===== config.mk =====
export PLATFORM = sky130hd
export DESIGN_NAME = alu_seq_exec
export DESIGN_NICKNAME = d
export VERILOG_FILES = /design/src/rtl/alu_ctrl_pkg.sv /design/src/rtl/alu_shift_iter.sv /design/src/rtl/alu_seq_exec.sv
export SDC_FILE = /design/constraint.sdc
export NUM_CORES = 1
export LEC_CHECK = 0
export CORE_MARGIN = 2
export CORE_UTILIZATION = 50
export DETAILED_ROUTE_END_ITERATION = 10
export PLACE_DENSITY = 0.82
export SLEW_MARGIN = 30
export SYNTH_ARGS = -nofsm -noshare
export SYNTH_HDL_FRONTEND = slang
export SYNTH_HIERARCHICAL = 1
export SYNTH_SLANG_ARGS = --single-unit

===== constraint.sdc =====
create_clock -name clk_i -period 4.55 [get_ports clk_i]
set_input_delay 0.91 -clock clk_i [delete_from_list [all_inputs] [get_ports clk_i]]
set_output_delay 0.91 -clock clk_i [all_outputs]
set_load 0.01 [all_outputs]

===== src/rtl/alu_ctrl_pkg.sv =====
// Shared ALU control encoding (common with the ALU controller) and the
// execute-stage state encoding.
package alu_ctrl_pkg;

    localparam logic [3:0] ALU_ADD  = 4'b0000;
    localparam logic [3:0] ALU_SUB  = 4'b0001;
    localparam logic [3:0] ALU_AND  = 4'b0010;
    localparam logic [3:0] ALU_OR   = 4'b0011;
    localparam logic [3:0] ALU_SLT  = 4'b0100;
    localparam logic [3:0] ALU_SRLV = 4'b0101;
    localparam logic [3:0] ALU_LUI  = 4'b0110;
    localparam logic [3:0] ALU_BNE  = 4'b0111;
    localparam logic [3:0] ALU_SRL  = 4'b1000;

    typedef enum logic {
        ST_IDLE  = 1'b0,
        ST_SHIFT = 1'b1
    } state_t;

endpackage


===== src/rtl/alu_shift_iter.sv =====
// Iterative logical right shifter: one bit per step, down-counter flags the
// step that produces the final value.
module alu_shift_iter #(
    parameter int DATA_W  = 32,
    parameter int SHAMT_W = 5
) (
    input  logic               clk,
    input  logic               rst,
    input  logic               load,
    input  logic               step,
    input  logic [DATA_W-1:0]  data,
    input  logic [SHAMT_W-1:0] amount,
    output logic [DATA_W-1:0]  shifted,
    output logic               last
);

    logic [DATA_W-1:0]  shreg;
    logic [SHAMT_W-1:0] cnt;

    // NOTE: sequential state uses non-blocking assignments so every register
    // samples the pre-edge values of its neighbours.
    always_ff @(posedge clk) begin
        if (rst) begin
            shreg <= '0;
            cnt   <= '0;
        end else if (load) begin
            shreg <= data;
            cnt   <= amount;
        end else if (step) begin
            shreg <= shreg >> 1;
            cnt   <= cnt - SHAMT_W'(1);
        end
    end

    // Value the register holds after the current step; the top captures it
    // on the step where the count runs out.
    assign shifted = shreg >> 1;
    assign last    = (cnt == SHAMT_W'(1));

endmodule


===== src/rtl/alu_seq_exec.sv =====
// Execute-stage ALU: single-cycle ops register in one edge, shifts run on the
// iterative shifter while busy_o stalls the pipeline.
module alu_seq_exec
    import alu_ctrl_pkg::*;
#(
    parameter int DATA_W  = 32,
    parameter int SHAMT_W = 5
) (
    input  logic               clk_i,
    input  logic               rst_i,
    input  logic               start_i,
    input  logic [3:0]         ctrl_i,
    input  logic [DATA_W-1:0]  src1_i,
    input  logic [DATA_W-1:0]  src2_i,
    input  logic [SHAMT_W-1:0] shamt_i,
    output logic               busy_o,
    output logic               done_o,
    output logic [DATA_W-1:0]  result_o,
    output logic               zero_o,
    output logic               overflow_o
);

    state_t             state, state_next;
    logic [DATA_W-1:0]  sum, diff, op_result, shifted;
    logic [SHAMT_W-1:0] shift_amt;
    logic               op_ovf, op_zero, is_shift, multi_cycle;
    logic               accept, load, step, last;

    assign sum  = src1_i + src2_i;
    assign diff = src1_i - src2_i;

    // NOTE: every always_comb output gets a default first so no path can
    // leave it unassigned and infer a latch.
    always_comb begin
        op_result = '0;
        op_ovf    = 1'b0;
        is_shift  = 1'b0;
        shift_amt = shamt_i;
        case (ctrl_i)
            ALU_ADD: begin
                op_result = sum;
                op_ovf    = (src1_i[DATA_W-1] == src2_i[DATA_W-1]) &&
                            (sum[DATA_W-1] != src1_i[DATA_W-1]);
            end
            ALU_SUB: begin
                op_result = diff;
                op_ovf    = (src1_i[DATA_W-1] != src2_i[DATA_W-1]) &&
                            (diff[DATA_W-1] != src1_i[DATA_W-1]);
            end
            ALU_AND: op_result = src1_i & src2_i;
            ALU_OR:  op_result = src1_i | src2_i;
            // Direct signed compare stays correct when src1-src2 overflows.
            ALU_SLT: op_result = {{(DATA_W-1){1'b0}}, ($signed(src1_i) < $signed(src2_i))};
            ALU_SRLV: begin
                is_shift  = 1'b1;
                shift_amt = src1_i[SHAMT_W-1:0];
                op_result = src2_i;
            end
            ALU_LUI: op_result = src2_i << 16;
            ALU_BNE: op_result = diff;
            ALU_SRL: begin
                is_shift  = 1'b1;
                op_result = src2_i;
            end
            default: op_result = '0;
        endcase
    end

    // BNE inverts the flag so branch logic can test zero_o uniformly.
    assign op_zero     = (ctrl_i == ALU_BNE) ? (op_result != '0) : (op_result == '0);
    assign multi_cycle = is_shift && (shift_amt != '0);
    assign accept      = start_i && (state == ST_IDLE);
    assign busy_o      = (state == ST_SHIFT);

    always_comb begin
        state_next = state;
        load       = 1'b0;
        step       = 1'b0;
        case (state)
            ST_IDLE: begin
                if (accept && multi_cycle) begin
                    load       = 1'b1;
                    state_next = ST_SHIFT;
                end
            end
            ST_SHIFT: begin
                step = 1'b1;
                if (last) state_next = ST_IDLE;
            end
            default: state_next = ST_IDLE;
        endcase
    end

    always_ff @(posedge clk_i) begin
        if (rst_i) begin
            state      <= ST_IDLE;
            done_o     <= 1'b0;
            result_o   <= '0;
            zero_o     <= 1'b0;
            overflow_o <= 1'b0;
        end else begin
            state  <= state_next;
            done_o <= 1'b0;
            if (accept && !multi_cycle) begin
                result_o   <= op_result;
                zero_o     <= op_zero;
                overflow_o <= op_ovf;
                done_o     <= 1'b1;
            end else if (state == ST_SHIFT && last) begin
                result_o   <= shifted;
                zero_o     <= (shifted == '0);
                overflow_o <= 1'b0;
                done_o     <= 1'b1;
            end
        end
    end

    alu_shift_iter #(
        .DATA_W (DATA_W),
        .SHAMT_W(SHAMT_W)
    ) u_shift (
        .clk    (clk_i),
        .rst    (rst_i),
        .load   (load),
        .step   (step),
        .data   (src2_i),
        .amount (shift_amt),
        .shifted(shifted),
        .last   (last)
    );

endmodule


; ---- Word level (Yosys, flattened, before mapping)
; Index checks and enable logic that the tools add are counted.
[word_totals]
reg_bits = 73
output_inout_bits = 36
[classes]
n_addsub = 3
order_cmp = 1
n_eq_ne = 13
muxes = 22
n_bitwise = 3
n_reduce_logical = 17
[ops]
columns = operator, n
row1 = 32-bit case mux with 7 select lines, 1
row2 = 32-bit 2-to-1 mux, 4
row3 = 32-bit zero test, 2
row4 = 32-bit adder, 1
row5 = 32-bit bitwise AND, 1
row6 = 32-bit < comparator, 1
row7 = 32-bit OR, 1
row8 = 32-bit nonzero test, 1
row9 = 32-bit subtractor, 1
row10 = 4-bit by 3-bit equality test with 1-bit output (second input constant), 4
row11 = 5-bit 2-to-1 mux, 3
row12 = 1-bit 2-to-1 mux, 12
row13 = 4-bit by 2-bit equality test with 1-bit output (second input constant), 2
row14 = 1-bit logical AND, 7
row15 = 5-bit by 1-bit equality test with 1-bit output (second input constant), 1
row16 = 5-bit nonzero test, 1
row17 = 5-bit by 1-bit subtractor with 5-bit output (second input constant), 1
row18 = 4-bit by 1-bit equality test with 1-bit output (second input constant), 1
row19 = 4-bit equality test (second input constant), 1
row20 = 4-bit zero test, 1
row21 = 1-bit case mux with 2 select lines, 2
row22 = 2-bit nonzero test, 2
row23 = 2-bit OR reduction, 2
row24 = 1-bit != test, 3
row25 = 3 further kinds, 3

; ---- Depth between registers and ports, before layout
; Gate-level depths: netlist of run 1.
[depth]
word_depth = 8
depth_mapped = 16

; ---- Cells and area by module
; Netlist of run 1, hierarchy kept.
[by_module_without_submodules]
columns = module, n_inst, cells_each, area_per_inst_um2
row1 = alu_seq_exec, 1, 1139, 7731.2
row2 = alu_shift_iter, 1, 171, 1876.8

; ---- Least setup slack after synthesis of run 1
; OpenSTA, ideal clock, no wires.
[synth_path]
kind = input port to flip-flop
startpoint = in src1_i[0]
endpoint = reg zero_o
setup_ps = 86
arrival_time_ps = 4187
required_ps = 4464
slack_ps = 278
cell_stages = 15
path_cell_list = inv_1 -> ha_1 -> fa_1 -> o21bai_1 -> nor2b_1 -> or4_1 -> nand4_1 -> or4_1 -> nor4_1 -> nand4b_1 -> nand4b_1 -> or4_1 -> nor4_2 -> xor2_1 -> a211oi_1
[synth_via]
elab_chain_len = 6
word_cells_on_any_way = 16
[synth_lines]
columns = item, line_no
row1 = from (decl), alu_seq_exec.sv:13  ; input logic [DATA_W-1:0] src1_i,
row2 = "parallel branches: the longest is 6 deep, another holds 32-bit subtractor", n/a
row3 = to (signal assigned), alu_seq_exec.sv:106  ; zero_o <= op_zero;
row4 = to (signal assigned), alu_seq_exec.sv:111  ; zero_o <= (shifted == '0);
row5 = to (decl), alu_seq_exec.sv:19  ; output logic zero_o,
; Several ways; the timed one is not identified.
; A chain may end at the register's enable or synchronous reset.

; ---- Worst setup path in the final report of run 1
[layout_path]
startpoint = in src1_i[12]
endpoint = reg zero_o
[layout_via]
elab_chain_len = 5
word_cells_on_any_way = 10
[layout_lines]
columns = item, line_no
row1 = "32-bit subtractor, or another cell as far along", alu_seq_exec.sv:30  ; assign diff = src1_i - src2_i;
row2 = 32-bit case mux with 7 select lines (*), alu_seq_exec.sv:39  ; case (ctrl_i)
row3 = 32-bit zero test or 32-bit nonzero test (tied branches), alu_seq_exec.sv:70  ; assign op_zero = (ctrl_i == ALU_BNE) ? (op_result != '0) : (op_result == '0);
row4 = 1-bit 2-to-1 mux (*), alu_seq_exec.sv:70
row5 = 1-bit 2-to-1 mux (*), alu_seq_exec.sv:104  ; if (accept && !multi_cycle) begin
; Every way passes the cells marked *; elsewhere a longest branch is shown, timed or not.

==> results of run 1 <==
-- worst max-delay path: stages --
cell and delay, ns:
clkdlybuf4s50_1 0.49, inv_1 0.05, ha_1 0.35, buf_4 0.17, buf_6 0.16, inv_1 0.10
buf_4 0.14, nand4_1 0.19, a21oi_2 0.22, o211ai_1 0.23, buf_4 0.22, a21o_1 0.16
nor4_2 0.23, nor2_2 0.09, nor4_2 0.31, nand4_1 0.18, nor4_4 0.29, xor2_1 0.09
a211oi_1 0.21
-- cells in the final DEF, fill, tap and decap left out, types with 11 or more instances in the layout --
cell type        instances
o21a_1                  15
dfxtp_1                 71
inv_1                  103
buf_4                  378
or3_1                   15
and3_1                  11
nor2b_1                 11
nor4_1                  24
nand3_1                 24
o211ai_1                17
a221oi_1                15
o21ai_0                 56
nand2_1                108
a21oi_1                105
clkdlybuf4s50_1        108
mux2i_1                 40
a21o_1                  16
o31ai_1                 13
ha_1                   100
a211oi_1                27
nor3_1                  18
mux2_4                  26
nor2_1                 122
a311oi_1                15
nand4_1                 22
a221o_1                 13
-- per-stage QoR --
step | std cells | setup slack (ns)
global route | 1966 | -0.201
detailed placement | 1941 | -0.757
CTS | 1962 | 0.000539
global placement | 1941 | -0.656
finish | 1966 | -0.00471
floorplan | 1310 | 0.278
-- power groups by stage --
stage	combinational [mW]	clock [mW]	sequential, mW
2_1_floorplan	0.664	0	0.719
3_3_place_gp	1.45	0	0.711
3_5_place_dp	1.47	0	0.713
4_1_cts	1.52	0.676	0.700
5_1_grt	1.70	0.703	0.704
6_report	1.61	0.682	0.702
-- cell families (layout without fill, tap and decap cells) --
kind of cell,after synthesis,after routing,share of synthesized area
AND/OR/NAND/NOR,430,430,0.223
buffers and inverters,194,616,0.0832
multiplexers,77,77,0.0952
XOR/XNOR,12,12,0.0109
adder cells (fa/ha/maj),107,107,0.141
AO/OA/AOI/OAI,417,417,0.296
flip-flops,72,72,0.150
other,1,1,0.000390
-- layout make-up --
class / instances / area, µm²
Clock buffer: 13 / 260
Sequential cell: 72 / 1440
Inverter: 103 / 387
Tap cell: 234 / 293
Multi-Input combinational cell: 1044 / 7750
Fill cell: 1433 / 4520
Timing Repair Buffer: 497 / 4090
Clock inverter: 3 / 25.0
-- what timing repair did --
action,4_1_cts,5_1_grt
setup buffers,5,4
pin swaps,13,8
gates cloned,0,0
hold buffers,0,0
setup endpoints to repair,1,2
gates resized for setup,35,48
-- cells in the mapped netlist, drive strengths merged, types with 7 or more instances --
| master | instances |
|---|---|
| nor2 | 125 |
| a21oi | 110 |
| nand2 | 108 |
| ha | 105 |
| inv | 103 |
| dfxtp | 72 |
| o21ai | 68 |
| clkbuf | 66 |
| mux2i | 40 |
| mux2 | 37 |
| a211oi | 33 |
| nor4 | 31 |
| buf | 25 |
| nand3 | 24 |
| nand4 | 22 |
| nor3 | 21 |
| a221oi | 18 |
| a21o | 17 |
| o211ai | 17 |
| o21a | 16 |
| o31ai | 16 |
| a311oi | 15 |
| or3 | 15 |
| a221o | 13 |
| nor2b | 12 |
| and3 | 11 |
| or2 | 11 |
| a31oi | 9 |
| nand2b | 9 |
| a22oi | 8 |
| or4 | 8 |
| xnor2 | 8 |
| a211o | 7 |
| and2 | 7 |
| nor4b | 7 |
| o22ai | 7 |
-- registers in the layout, summed over array words and instances, names as in the netlist --
| register | count |
|---|---|
| zero_o | 1 |
| busy_o | 1 |
| done_o | 1 |
| u_shift/cnt | 5 |
| overflow_o | 1 |
| result_o | 32 |
| u_shift/shreg | 31 |
-- per-layer routing --
metal | vias to the layer above | part of all wire
li1 | 5685 | -
met1 | 5922 | 0.38
met2 | 839 | 0.44
met3 | 233 | 0.10
met4 | 0 | 0.078
met5 | - | 0
-- worst max path at each step --
stage	from	endpoint	slack, ns
floorplan	src1_i[0]	zero_o	0.28
global placement	src1_i[0]	zero_o	-0.66
detailed placement	src1_i[0]	zero_o	-0.76
CTS	src2_i[10]	zero_o	0.0005
global route	src2_i[7]	zero_o	-0.20
finish	src1_i[12]	zero_o	-0.005
==> summary.txt, run 1 <==
Synth
  • Synth top area share: 0.150
  • Syn Nets: 1493
  • Top FF cell, synth: dfxtp_1
  • Mapped Cells: 1310
  • Flops & latches, synth: 72
  • Largest area contributor in the netlist: dfxtp_1
  • Warnings, synthesis: 6
  • Ranking of synthesized cells by area: dfxtp_1 15%, ha_1 14%, a21oi_1 5.7%
  • Cell Area, Synth: 0.00961 mm²
  • Post-synthesis cell type count: 79
  • Post-synth EDFFs: 0
  • Mean area per synthesized cell: 7.33 µm²
  • Share of the yosys chip area belonging to registers: 0.150
  • Synth async-reset ratio: 0

CTS
  • Clock latency on the worst-skew pair: 0.34 ns
  • Root Driver: clkbuf_16
  • CTS buffer count: 9
  • Clock Path Buffers: 2
  • CTS tree: yes
  • Depth of the CTS H-tree: 3
  • CTS Sinks: 72
  • Reg clk slew, reported paths: 0.06 ns

Pwr
  • Clock share of power: 0.228
  • Reg power frac: 0.234
  • Sw Share: 0.388
  • Pwr/cell area: 210 mW/mm²
  • P_leak: 6.38 nW
  • P_sw: 1.16 mW
  • VDD IR-drop max: 0.213 mV
  • Gate power share: 0.538
  • Pwr Total: 3.00 mW
  • Int Power: 1.83 mW

Floorplanning
  • Row count: 50
  • Die Ht: 143 µm
  • Die ar.: 0.0203 mm²
  • DIE WIDTH: 143 µm
  • Top Ports: 112
  • Starting density of the core: 0.512
  • Core area: 0.0188 mm²

Cells and area
  • Nets: 1910
  • Design area: 0.0142 mm²
  • Fin util: 0.759
  • # diodes: 0
  • Share of layout cells above drive strength 1: 0.297
  • Area Overhead vs Synth: 48.2%

Timing
  • Max Clock Freq: 220 MHz
  • Final setup vio count: 1
  • Final WS setup: -0.00471 ns
  • Relative slew slack: 0.414
  • Max-slew violation count: 0
  • Clk_skew: 0.00888 ns
  • Fin. Hold Viols: 0
  • Hold_ws: 0.478 ns
  • Final Critical Period: 4.55 ns
  • Setup TNS: -0.00471 ns
  • Worst-Margin Slew: 0.866 ns
  • RSZ-0062 raised after global routing: true
  • Final Cycle Share: 1.00

Place
  • Hpwl dp: 36600 µm
  • Post-DP Area: 0.0135 mm²
  • Final GP Congestion: 1.08
  • Port bufs: 111

Global route
  • Largest net degree at the start of global routing: 44
  • Met1 Track Usage GR: 0.548
  • GRT Total Usage: 0.444
  • Overflow left after global routing: 0
  • Number of global-route vias before repair: 12.2k
  • Global route hottest layer: met2
  • GR Layer Usage met2: 0.713
  • Met3 Use GR: 0.0862
  • First-pass GRT wire length: 68900 µm
  • Antenna violations before repair: 0

Critical path
  • Setup crit end kind: flop
  • Reg2Reg Setup Slack: 2.20 ns
  • Startpoint Class: primary input
  • Crit path kind: primary input to flop
  • Worst Path Arrival: 4.80 ns
  • Worst-path fanout max: 14
  • CP Data Required Time: 4.80 ns
  • Cell depth of the worst flop-to-flop path: 8
  • Reg-to-Reg End: result_o[31]
  • Reg2reg start: u_shift/cnt[0]

Route
  • Wire per inst: 23.5 µm
  • Via count: 12.7k
  • DRT iter0 DRCs: 1362
  • Final wirelength: 46200 µm
  • First drt pass iteration count: 7
  • DRC viols: 0
  • Via-to-Cell Ratio: 6.45
  • DRT antenna net count: 0

Run status
  • Status: finished, violations left
  • Violated checks: negative setup slack

Hold path
  • Hold Path Class: flop to flop
  • WHS Endpoint: result_o[5]
  • Hold path cells: 2
  • Hold_sp: result_o[5]

Run
  • # Max-Cap Violations: 0
No activity file was read; power rests on OpenSTA's default activity.
==> run 2: changes to the inputs <==
--- a/config.mk
+++ b/config.mk
@@ -5,6 +5,7 @@
 export SDC_FILE = /design/constraint.sdc
 export NUM_CORES = 1
 export LEC_CHECK = 0
+export ABC_CLOCK_PERIOD_IN_PS = 4550
 export CORE_MARGIN = 2
 export CORE_UTILIZATION = 50
 export DETAILED_ROUTE_END_ITERATION = 10
@@ -14,3 +15,4 @@
 export SYNTH_HDL_FRONTEND = slang
 export SYNTH_HIERARCHICAL = 1
 export SYNTH_SLANG_ARGS = --single-unit
+export TNS_END_PERCENT = 10
==> results of run 2 <==
The final DEF is identical to that of run 1; final timing and power are the same.
==> run 3: changes to the inputs <==
--- a/config.mk
+++ b/config.mk
@@ -6,6 +6,7 @@
 export NUM_CORES = 1
 export LEC_CHECK = 0
 export ABC_CLOCK_PERIOD_IN_PS = 4550
+export CORE_ASPECT_RATIO = 1.5
 export CORE_MARGIN = 2
 export CORE_UTILIZATION = 50
 export DETAILED_ROUTE_END_ITERATION = 10
==> summary.txt, run 3 (synthesis results as in run 1) <==
Place
  • Dpl ws: -0.732 ns
  • Final GP Congestion: 1.05
  • Port bufs: 111
  • Post-DP Area: 0.0136 mm²
  • Hpwl dp: 37800 µm
  • Placed Cells: 1966

Timing
  • Worst-Margin Slew: 0.890 ns
  • Final setup vio count: 0
  • Hold_ws: 0.481 ns
  • Relative slew slack: 0.407
  • Max Clock Freq: 220 MHz
  • Fin. Hold Viols: 0
  • Setup TNS: 0 ns
  • Clk_skew: 0.00405 ns
  • Final Critical Period: 4.54 ns
  • Final WS setup: 0.0145 ns
  • Final Cycle Share: 0.997
  • Max-slew violation count: 0

Cells and area
  • Design area: 0.0146 mm²
  • Area Overhead vs Synth: 51.5%
  • Largest regs: result_o x32, u_shift/shreg x31, u_shift/cnt x5
  • Layout Cells excl Fill: 2001
  • Nets: 1922
  • Fin util: 0.766
  • Number of flip-flops in the largest register: 32
  • Top reg by flops: result_o
  • FILL cells: 1396
  • Most common cell after layout, fill and taps aside: buf_4
  • Commonest cells after routing, fill and taps aside: 385 x buf_4, 122 x nor2_1, 107 x nand2_1, 103 x clkdlybuf4s50_1, 101 x a21oi_1
  • Share of layout cells above drive strength 1: 0.314

Floorplanning
  • Core area: 0.0190 mm²
  • Top Ports: 112
  • Die Ht: 174 µm
  • Starting density of the core: 0.506
  • Row count: 62
  • DIE WIDTH: 117 µm
  • Die ar.: 0.0204 mm²

Hold path
  • Hold path cells: 2
  • Hold Path Class: flop to flop

Pwr
  • P_leak: 6.48 nW
  • Pwr/cell area: 211 mW/mm²
  • Pwr Total: 3.07 mW
  • VDD IR-drop max: 0.315 mV

CTS
  • Reg clk slew, reported paths: 0.06 ns
  • CTS buffer count: 9
  • CTS Sinks: 72
  • Root Driver: clkbuf_16
  • Clock Path Buffers: 2
  • Post-CTS Hold Buffers: 0
  • Depth of the CTS H-tree: 3
  • CTS tree: yes
  • Clock latency on the worst-skew pair: 0.34 ns

Global route
  • GRT Total Usage: 0.464
  • First-pass GRT wire length: 71100 µm
  • Overflow left after global routing: 0
  • Number of global-route vias before repair: 12.8k
  • Antenna violations before repair: 1
  • Largest net degree at the start of global routing: 43

Route
  • DRT iter0 DRCs: 1363
  • First drt pass iteration count: 6
  • Via count: 12.8k
  • Via-to-Cell Ratio: 6.39
  • Wire per inst: 24.5 µm
  • DRT antenna net count: 0
  • DRC viols: 0
  • Final wirelength: 49000 µm

Critical path
  • Setup crit end kind: flop
  • CP Data Required Time: 4.73 ns
  • Cell depth of the worst flop-to-flop path: 8
  • Crit path kind: primary input to flop
  • Startpoint Class: primary input
  • Worst-path fanout max: 8
  • Worst Path Arrival: 4.72 ns

Run
  • # Max-Cap Violations: 0

Run status
  • Status: complete, no violations
==> run 3: timing repair <==
item / 4_1_cts / 5_1_grt
gates resized for setup: 31 / 91
pin swaps: 14 / 19
buffers inserted: 3 / 14
setup endpoints to repair: 1 / 2
==> run 3: layer usage <==
metal  wire length (µm)  up-vias  global-route usage
met5                  0        -                   0
met4               6310        0               0.465
met3               3890      329              0.0941
met2              22600      807               0.755
met1              16200     5963               0.468
li1                   -     5680                   -
==> run 3: worst max-delay path: stages <==
cell,delay (ns)
clkdlybuf4s50_1,0.57
inv_1,0.11
ha_4,0.34
nor2b_1,0.09
a2111oi_2,0.33
buf_4,0.17
o311ai_0,0.14
nor3_2,0.30
or2_2,0.18
o221ai_1,0.36
a21o_1,0.35
nor4_4,0.13
nand4_1,0.17
nor4_4,0.32
xor2_1,0.16
a211oi_1,0.08
==> run 3: where the power goes <==
group          internal, mW  switching (mW)  total (mW)
Combinational         0.793           0.892        1.69
Clock                 0.422           0.265       0.687
Sequential            0.670          0.0314       0.702
==> run 3: path summary, 6_finish.rpt <==
kind | from | endpoint | slack [ns]
worst min register to register | result_o[6] | result_o[6] | 0.48
worst min-delay path | result_o[6] | result_o[6] | 0.48
worst max-delay path | src1_i[16] | zero_o | 0.01
worst max register to register | u_shift/cnt[0] | result_o[31] | 1.64
==> run 3: final cells by class <==
type	count	area, µm²	share of cell area
inverter	103	387	0.0266
tap	256	320	0.0220
timing repair buffer	509	4190	0.288
antenna	1	2.50	0.000172
clock inverter	4	45.0	0.00309
sequential	72	1440	0.0991
multi-input combinational	1044	7930	0.545
clock buffer	12	236	0.0162
